--- src/rtl/rst_seq_ctrl_pkg.sv ---
// ============================================================================
// Module   : rst_seq_ctrl_pkg
// Brief    : State encodings and default parameters for the reset sequencer.
// Revision : 1.0 - initial release
// ============================================================================
`default_nettype none

package rst_seq_ctrl_pkg;

    typedef enum logic [1:0] {
        RSQ_ASSERT  = 2'd0,
        RSQ_HOLD    = 2'd1,
        RSQ_RELEASE = 2'd2,
        RSQ_RUN     = 2'd3
    } rsq_state_e;

    localparam int unsigned RSQ_SYNC_STAGES_DEF = 2;
    localparam int unsigned RSQ_HOLD_CYCLES_DEF = 16;
    localparam int unsigned RSQ_NUM_CH_DEF      = 3;
    localparam int unsigned RSQ_CH_GAP_DEF      = 4;

    function automatic int unsigned rsq_max(input int unsigned a, input int unsigned b);
        return (a > b) ? a : b;
    endfunction

endpackage

`default_nettype wire

--- src/rtl/rst_seq_ctrl_sync_chain.sv ---
// ============================================================================
// Module   : rst_sync_chain
// Brief    : STAGES-deep single-bit synchroniser with async active-low clear.
// Revision : 1.0 - initial release
// ============================================================================
`default_nettype none

module rst_sync_chain #(
    parameter int unsigned STAGES = 2
) (
    input  logic clk,
    input  logic rst_n,
    input  logic d,
    output logic q
);

    logic [STAGES-1:0] sync_q;
    logic [STAGES-1:0] sync_d;

    always_comb begin
        sync_d = {sync_q[STAGES-2:0], d};
    end

    always_ff @(posedge clk or negedge rst_n) begin
        if (!rst_n) begin
            sync_q <= '0;
        end else begin
            sync_q <= sync_d;
        end
    end

    assign q = sync_q[STAGES-1];

endmodule

`default_nettype wire

--- src/rtl/rst_seq_ctrl.sv ---
// ============================================================================
// Module   : rst_seq_ctrl
// Brief    : Reset synchroniser and sequencer releasing NUM_CH channels in order.
// Revision : 1.0 - initial release
// ============================================================================
`default_nettype none

module rst_seq_ctrl
    import rst_seq_ctrl_pkg::*;
#(
    parameter int unsigned SYNC_STAGES = RSQ_SYNC_STAGES_DEF,
    parameter int unsigned HOLD_CYCLES = RSQ_HOLD_CYCLES_DEF,
    parameter int unsigned NUM_CH      = RSQ_NUM_CH_DEF,
    parameter int unsigned CH_GAP      = RSQ_CH_GAP_DEF
) (
    input  logic              clk,
    input  logic              rst,
    input  logic              pll_locked,
    input  logic              soft_rst_req,
    output logic [NUM_CH-1:0] ch_rst_o,
    output logic              all_released,
    output logic [1:0]        state_o
);

    localparam int unsigned CNT_W = $clog2(rsq_max(HOLD_CYCLES, CH_GAP)) + 1;
    localparam int unsigned IDX_W = $clog2(NUM_CH) + 1;

    localparam logic [CNT_W-1:0] C_HOLD_LAST = CNT_W'(HOLD_CYCLES - 1);
    localparam logic [CNT_W-1:0] C_GAP_LAST  = CNT_W'(CH_GAP - 1);
    localparam logic [IDX_W-1:0] C_IDX_LAST  = IDX_W'(NUM_CH - 1);

    logic rst_s;
    logic lock_s;

    rst_sync_chain #(.STAGES(SYNC_STAGES)) u_rst_sync (
        .clk   (clk),
        .rst_n (rst),
        .d     (1'b1),
        .q     (rst_s)
    );

    rst_sync_chain #(.STAGES(SYNC_STAGES)) u_lock_sync (
        .clk   (clk),
        .rst_n (rst),
        .d     (pll_locked),
        .q     (lock_s)
    );

    rsq_state_e        state_q, state_d;
    logic [CNT_W-1:0]  cnt_q, cnt_d;
    logic [IDX_W-1:0]  idx_q, idx_d;
    logic [NUM_CH-1:0] ch_rst_q, ch_rst_d;
    logic              all_rel_q, all_rel_d;
    logic [NUM_CH-1:0] release_mask;

    always_comb begin
        release_mask = '0;
        for (int i = 0; i < int'(NUM_CH); i++) begin
            release_mask[i] = (IDX_W'(i) == idx_q);
        end
    end

    always_comb begin
        state_d   = state_q;
        cnt_d     = cnt_q;
        idx_d     = idx_q;
        ch_rst_d  = ch_rst_q;
        all_rel_d = all_rel_q;

        case (state_q)
            RSQ_ASSERT: begin
                ch_rst_d  = '1;
                all_rel_d = 1'b0;
                cnt_d     = '0;
                idx_d     = '0;
                if (rst_s && lock_s) begin
                    state_d = RSQ_HOLD;
                end
            end
            RSQ_HOLD: begin
                if (cnt_q == C_HOLD_LAST) begin
                    ch_rst_d[0] = 1'b0;
                    cnt_d       = '0;
                    idx_d       = IDX_W'(1);
                    if (NUM_CH == 1) begin
                        state_d   = RSQ_RUN;
                        all_rel_d = 1'b1;
                    end else begin
                        state_d   = RSQ_RELEASE;
                    end
                end else begin
                    cnt_d = cnt_q + CNT_W'(1);
                end
            end
            RSQ_RELEASE: begin
                if (cnt_q == C_GAP_LAST) begin
                    ch_rst_d = ch_rst_q & ~release_mask;
                    cnt_d    = '0;
                    idx_d    = idx_q + IDX_W'(1);
                    if (idx_q == C_IDX_LAST) begin
                        state_d   = RSQ_RUN;
                        all_rel_d = 1'b1;
                    end
                end else begin
                    cnt_d = cnt_q + CNT_W'(1);
                end
            end
            default: begin
            end
        endcase

        // Lock loss outranks a concurrent soft request.
        if (state_q != RSQ_ASSERT) begin
            if (!lock_s) begin
                state_d   = RSQ_ASSERT;
                ch_rst_d  = '1;
                all_rel_d = 1'b0;
                cnt_d     = '0;
                idx_d     = '0;
            end else if (soft_rst_req) begin
                state_d   = RSQ_HOLD;
                ch_rst_d  = '1;
                all_rel_d = 1'b0;
                cnt_d     = '0;
                idx_d     = '0;
            end
        end
    end

    always_ff @(posedge clk or negedge rst) begin
        if (!rst) begin
            state_q   <= RSQ_ASSERT;
            cnt_q     <= '0;
            idx_q     <= '0;
            ch_rst_q  <= '1;
            all_rel_q <= 1'b0;
        end else begin
            state_q   <= state_d;
            cnt_q     <= cnt_d;
            idx_q     <= idx_d;
            ch_rst_q  <= ch_rst_d;
            all_rel_q <= all_rel_d;
        end
    end

    assign ch_rst_o     = ch_rst_q;
    assign all_released = all_rel_q;
    assign state_o      = state_q;

endmodule

`default_nettype wire

--- config.mk ---
export PLATFORM = sky130hd
export DESIGN_NAME = rst_seq_ctrl
export DESIGN_NICKNAME = d
export VERILOG_FILES = /design/src/rtl/rst_seq_ctrl_pkg.sv /design/src/rtl/rst_seq_ctrl_sync_chain.sv /design/src/rtl/rst_seq_ctrl.sv
export SDC_FILE = /design/constraint.sdc
export NUM_CORES = 1
export LEC_CHECK = 0
export ABC_AREA = 0
export BUFFER_PORTS_ARGS = -buffer_cell sky130_fd_sc_hd__buf_4
export CORE_MARGIN = 2
export CORE_UTILIZATION = 40
export CTS_CLUSTER_SIZE = 30
export DETAILED_ROUTE_END_ITERATION = 10
export PLACE_DENSITY = 0.6
export SLEW_MARGIN = 20
export SYNTH_ARGS = -nofsm -noshare
export SYNTH_HDL_FRONTEND = slang
export SYNTH_HIERARCHICAL = 1
export SYNTH_SLANG_ARGS = --single-unit
--- constraint.sdc ---
create_clock -name clk -period 4.33 [get_ports clk]
set_clock_uncertainty 0.05 [all_clocks]
set_input_delay 0.433 -clock clk [delete_from_list [all_inputs] [get_ports clk]]
set_output_delay 0.433 -clock clk [all_outputs]
set_load 0.1 [all_outputs]
==> results.sh <==
export IMPL_grt_pass1_wl_mm=3.139
export IMPL_detail_route_first_pass_iterations=4
export IMPL_syn_nets=108
export IMPL_rrSetupSlack_ns=2.41
export IMPL_timing_final_crit_share_pct=44.40
export IMPL_multi_input_area_um2=465.4
export IMPL_nNetsFinal=120
export IMPL_cts_sinks=18
export IMPL_filler_cell_count=221
export IMPL_r2r_cells=5
export IMPL_worstHoldPathType="in2reg"
export IMPL_grt_pass1_vias=713
export IMPL_synth_top_area_share_pct=38.91
export IMPL_yosysMostFrequentCell="dfrtp_1"
export IMPL_finalSetupViolCount=0
export IMPL_final_cells=136
export IMPL_ys_seq_area_share_pct=47.08
export IMPL_drv_cap=0
export IMPL_fmax_mhz=520.1
export IMPL_ys_ff_latch=18
export IMPL_arrival_ns=2.10
export IMPL_grt_ovfl_total=0
export IMPL_fin_total_pwr_mw=0.2969
export IMPL_antenna_cells=0
export IMPL_vias=705
export IMPL_seq_area_um2=454.2
export IMPL_postCtsSetupBuffers=0
export IMPL_io_pins=10
export IMPL_initial_core_util_pct=42.79
export IMPL_period_minus_slack_ns=1.923
export IMPL_netlist_top_cells_count="15 x dfrtp_1, 11 x nor2_1, 8 x a21oi_1, 8 x inv_1, 8 x nand2_1"
export IMPL_post_route_drc_count=0
export IMPL_htree_levels=1
export IMPL_area_growth_pct=13.88
export IMPL_hold_violations=0
export IMPL_cts_root_buf="clkbuf_4"
export IMPL_min_from="pll_locked"
export IMPL_pre_cts_ws_ns=2.426
export IMPL_grt_usage_pct=16.16
export IMPL_die_h_um=53.11
export IMPL_place_congestion=0.7459
export IMPL_wl_per_cell_um=12.64
export IMPL_ys_async_sr_fraction_pct=100.0
export IMPL_slew_violations=0
export IMPL_drive_above_1_share_pct=20.37
export IMPL_post_synth_top_area_cell="dfrtp_1"
export IMPL_path_class="reg2reg"
export IMPL_cts_resized=0
export IMPL_postCtsHoldBufs=1
export IMPL_antenna_found_initial=0
export IMPL_wirelength_mm=1.719
export IMPL_detail_route_antenna_nets=0
export IMPL_post_route_util_pct=48.72
export IMPL_slew_headroom_pct=64.61
export IMPL_die_area_um2=2821
export IMPL_p_per_area_nw_per_um2=270.3
export IMPL_fin_setup_tns_ns=0
export IMPL_finalInstanceArea_um2=1099
export IMPL_synth_flop_cell="dfrtp_1"
export IMPL_via_per_inst=5.184
export IMPL_tightest_slew_ns=0.5286
export IMPL_die_width_um=53.11
export IMPL_synth_area_per_cell_um2=9.945
export IMPL_placed_cells=131
export IMPL_rows=17
export IMPL_drt_iter0_drc=12
export IMPL_vdd_drop_max_mv=0.1904
export IMPL_cp_end_kind="register"
export IMPL_critPathLaunch="cnt_q[0]$_DFF_PN0_"
export IMPL_hold_ws_ns=0.1937
export IMPL_worst_path_max_fanout=10
export IMPL_clk_insertion_delay_late_ns=0.29
export IMPL_io_buffers=9
export IMPL_core_area_um2=2255
export IMPL_finalWorstSetupSlack_ns=2.407
export IMPL_outcome="finished, final reports clean"
export IMPL_clock_path_buffers=2
export IMPL_rsz0062_at_grt="no"
export IMPL_clk_pin_slew_ns=0.10
export IMPL_startpoint_type="register"
export IMPL_numCtsBuffers=3
export IMPL_synth_warnings=6
export IMPL_power_leakage_nw=0.4733
export IMPL_hpwlAfterDp_mm=1.238
export IMPL_holdPathEnd="u_lock_sync/sync_q[0]$_DFF_PN0_"
export IMPL_yosysUniqueCellTypes=35
export IMPL_yosys_top_cells_area="dfrtp_1 39%, ha_1 9.1%, dfstp_2 8.2%"
export IMPL_r2r_end="ch_rst_o[0]$_DFF_PN1_"
export IMPL_synth_edf_count=0
export IMPL_cts_tree="done"
export IMPL_timing_rr_start="cnt_q[0]$_DFF_PN0_"
export IMPL_grt_max_degree=19
export IMPL_synth_area_um2=964.7
export IMPL_hold_path_depth=1
export IMPL_synth_cells=97
export IMPL_placed_cell_area_um2=1052
export IMPL_worst_endpoint_required_ns=4.50
==> metal layers <==
layer  track usage (%)  vias to the layer above  part of all wire, %
met1             20.54                      330                   49
met3             3.955                        2                  3.4
met4             10.26                        0                 0.99
met5                 0                        -                    0
met2             24.38                       14                   46
li1                  -                      359                    -
==> flip-flops by register name, summed over array words and instances (netlist names) <==
signal and count:
cnt_q 5, state_o 2, ch_rst_o 3, u_rst_sync/sync_q 2, idx_q 3, all_released 1, u_lock_sync/sync_q 2
==> layout make-up <==
cell class	count	area share, %
Clock buffer	4	3.303
Inverter	8	2.733
Timing Repair Buffer	10	7.062
Tap cell	28	3.189
Sequential cell	18	41.34
Multi-Input combinational cell	68	42.37
==> worst max-delay path, stage by stage, from the launching register on <==
cell	delay (ns)
dfrtp_1	0.44
ha_1	0.21
nor4b_4	0.47
nor3b_4	0.34
nand3_1	0.10
a31o_1	0.24
==> how the worst max path moves through the flow <==
stage / end / slack, ns / cells after the start
2_1_floorplan: cnt_q[0]$_DFF_PN0_ / 2.37 / 3
3_3_place_gp: ch_rst_o[0]$_DFF_PN1_ / 2.46 / 5
3_5_place_dp: ch_rst_o[0]$_DFF_PN1_ / 2.43 / 5
4_1_cts: ch_rst_o[0]$_DFF_PN1_ / 2.43 / 5
5_1_grt: ch_rst_o[0]$_DFF_PN1_ / 2.17 / 5
6_report: ch_rst_o[0]$_DFF_PN1_ / 2.41 / 5
==> placed cells by master (no fill, tap or decap), types with 2 or more instances in the layout <==
cell	count
a21oi_1	8
a21o_1	2
buf_4	9
nor2_1	11
nand3_1	3
nand2b_1	2
ha_1	7
xor2_1	2
inv_1	8
o22ai_1	2
dfstp_2	3
o21ai_0	4
clkbuf_4	3
dfrtp_1	15
nand2_1	8
==> power by group <==
group	total, mW	internal (mW)	switching, mW	leakage [nW]
Combinational	0.0220	0.00747	0.0146	0.222
Clock	0.0997	0.0512	0.0485	0.0210
Sequential	0.175	0.171	0.00410	0.230
Total	0.297	0.230	0.0672	0.473
==> cell families (layout without fill, tap and decap cells) <==
group | Yosys count | in the layout | synth area share (%)
AO/OA/AOI/OAI | 24 | 24 | 15.83
other | 1 | 1 | 0.3887
flip-flops | 18 | 18 | 47.08
multiplexers | 2 | 2 | 2.205
adder cells (fa/ha/maj) | 7 | 7 | 9.079
buffers and inverters | 11 | 22 | 4.669
AND/OR/NAND/NOR | 32 | 32 | 18.94
XOR/XNOR | 2 | 2 | 1.816
No activity file was read; power rests on OpenSTA's default activity.
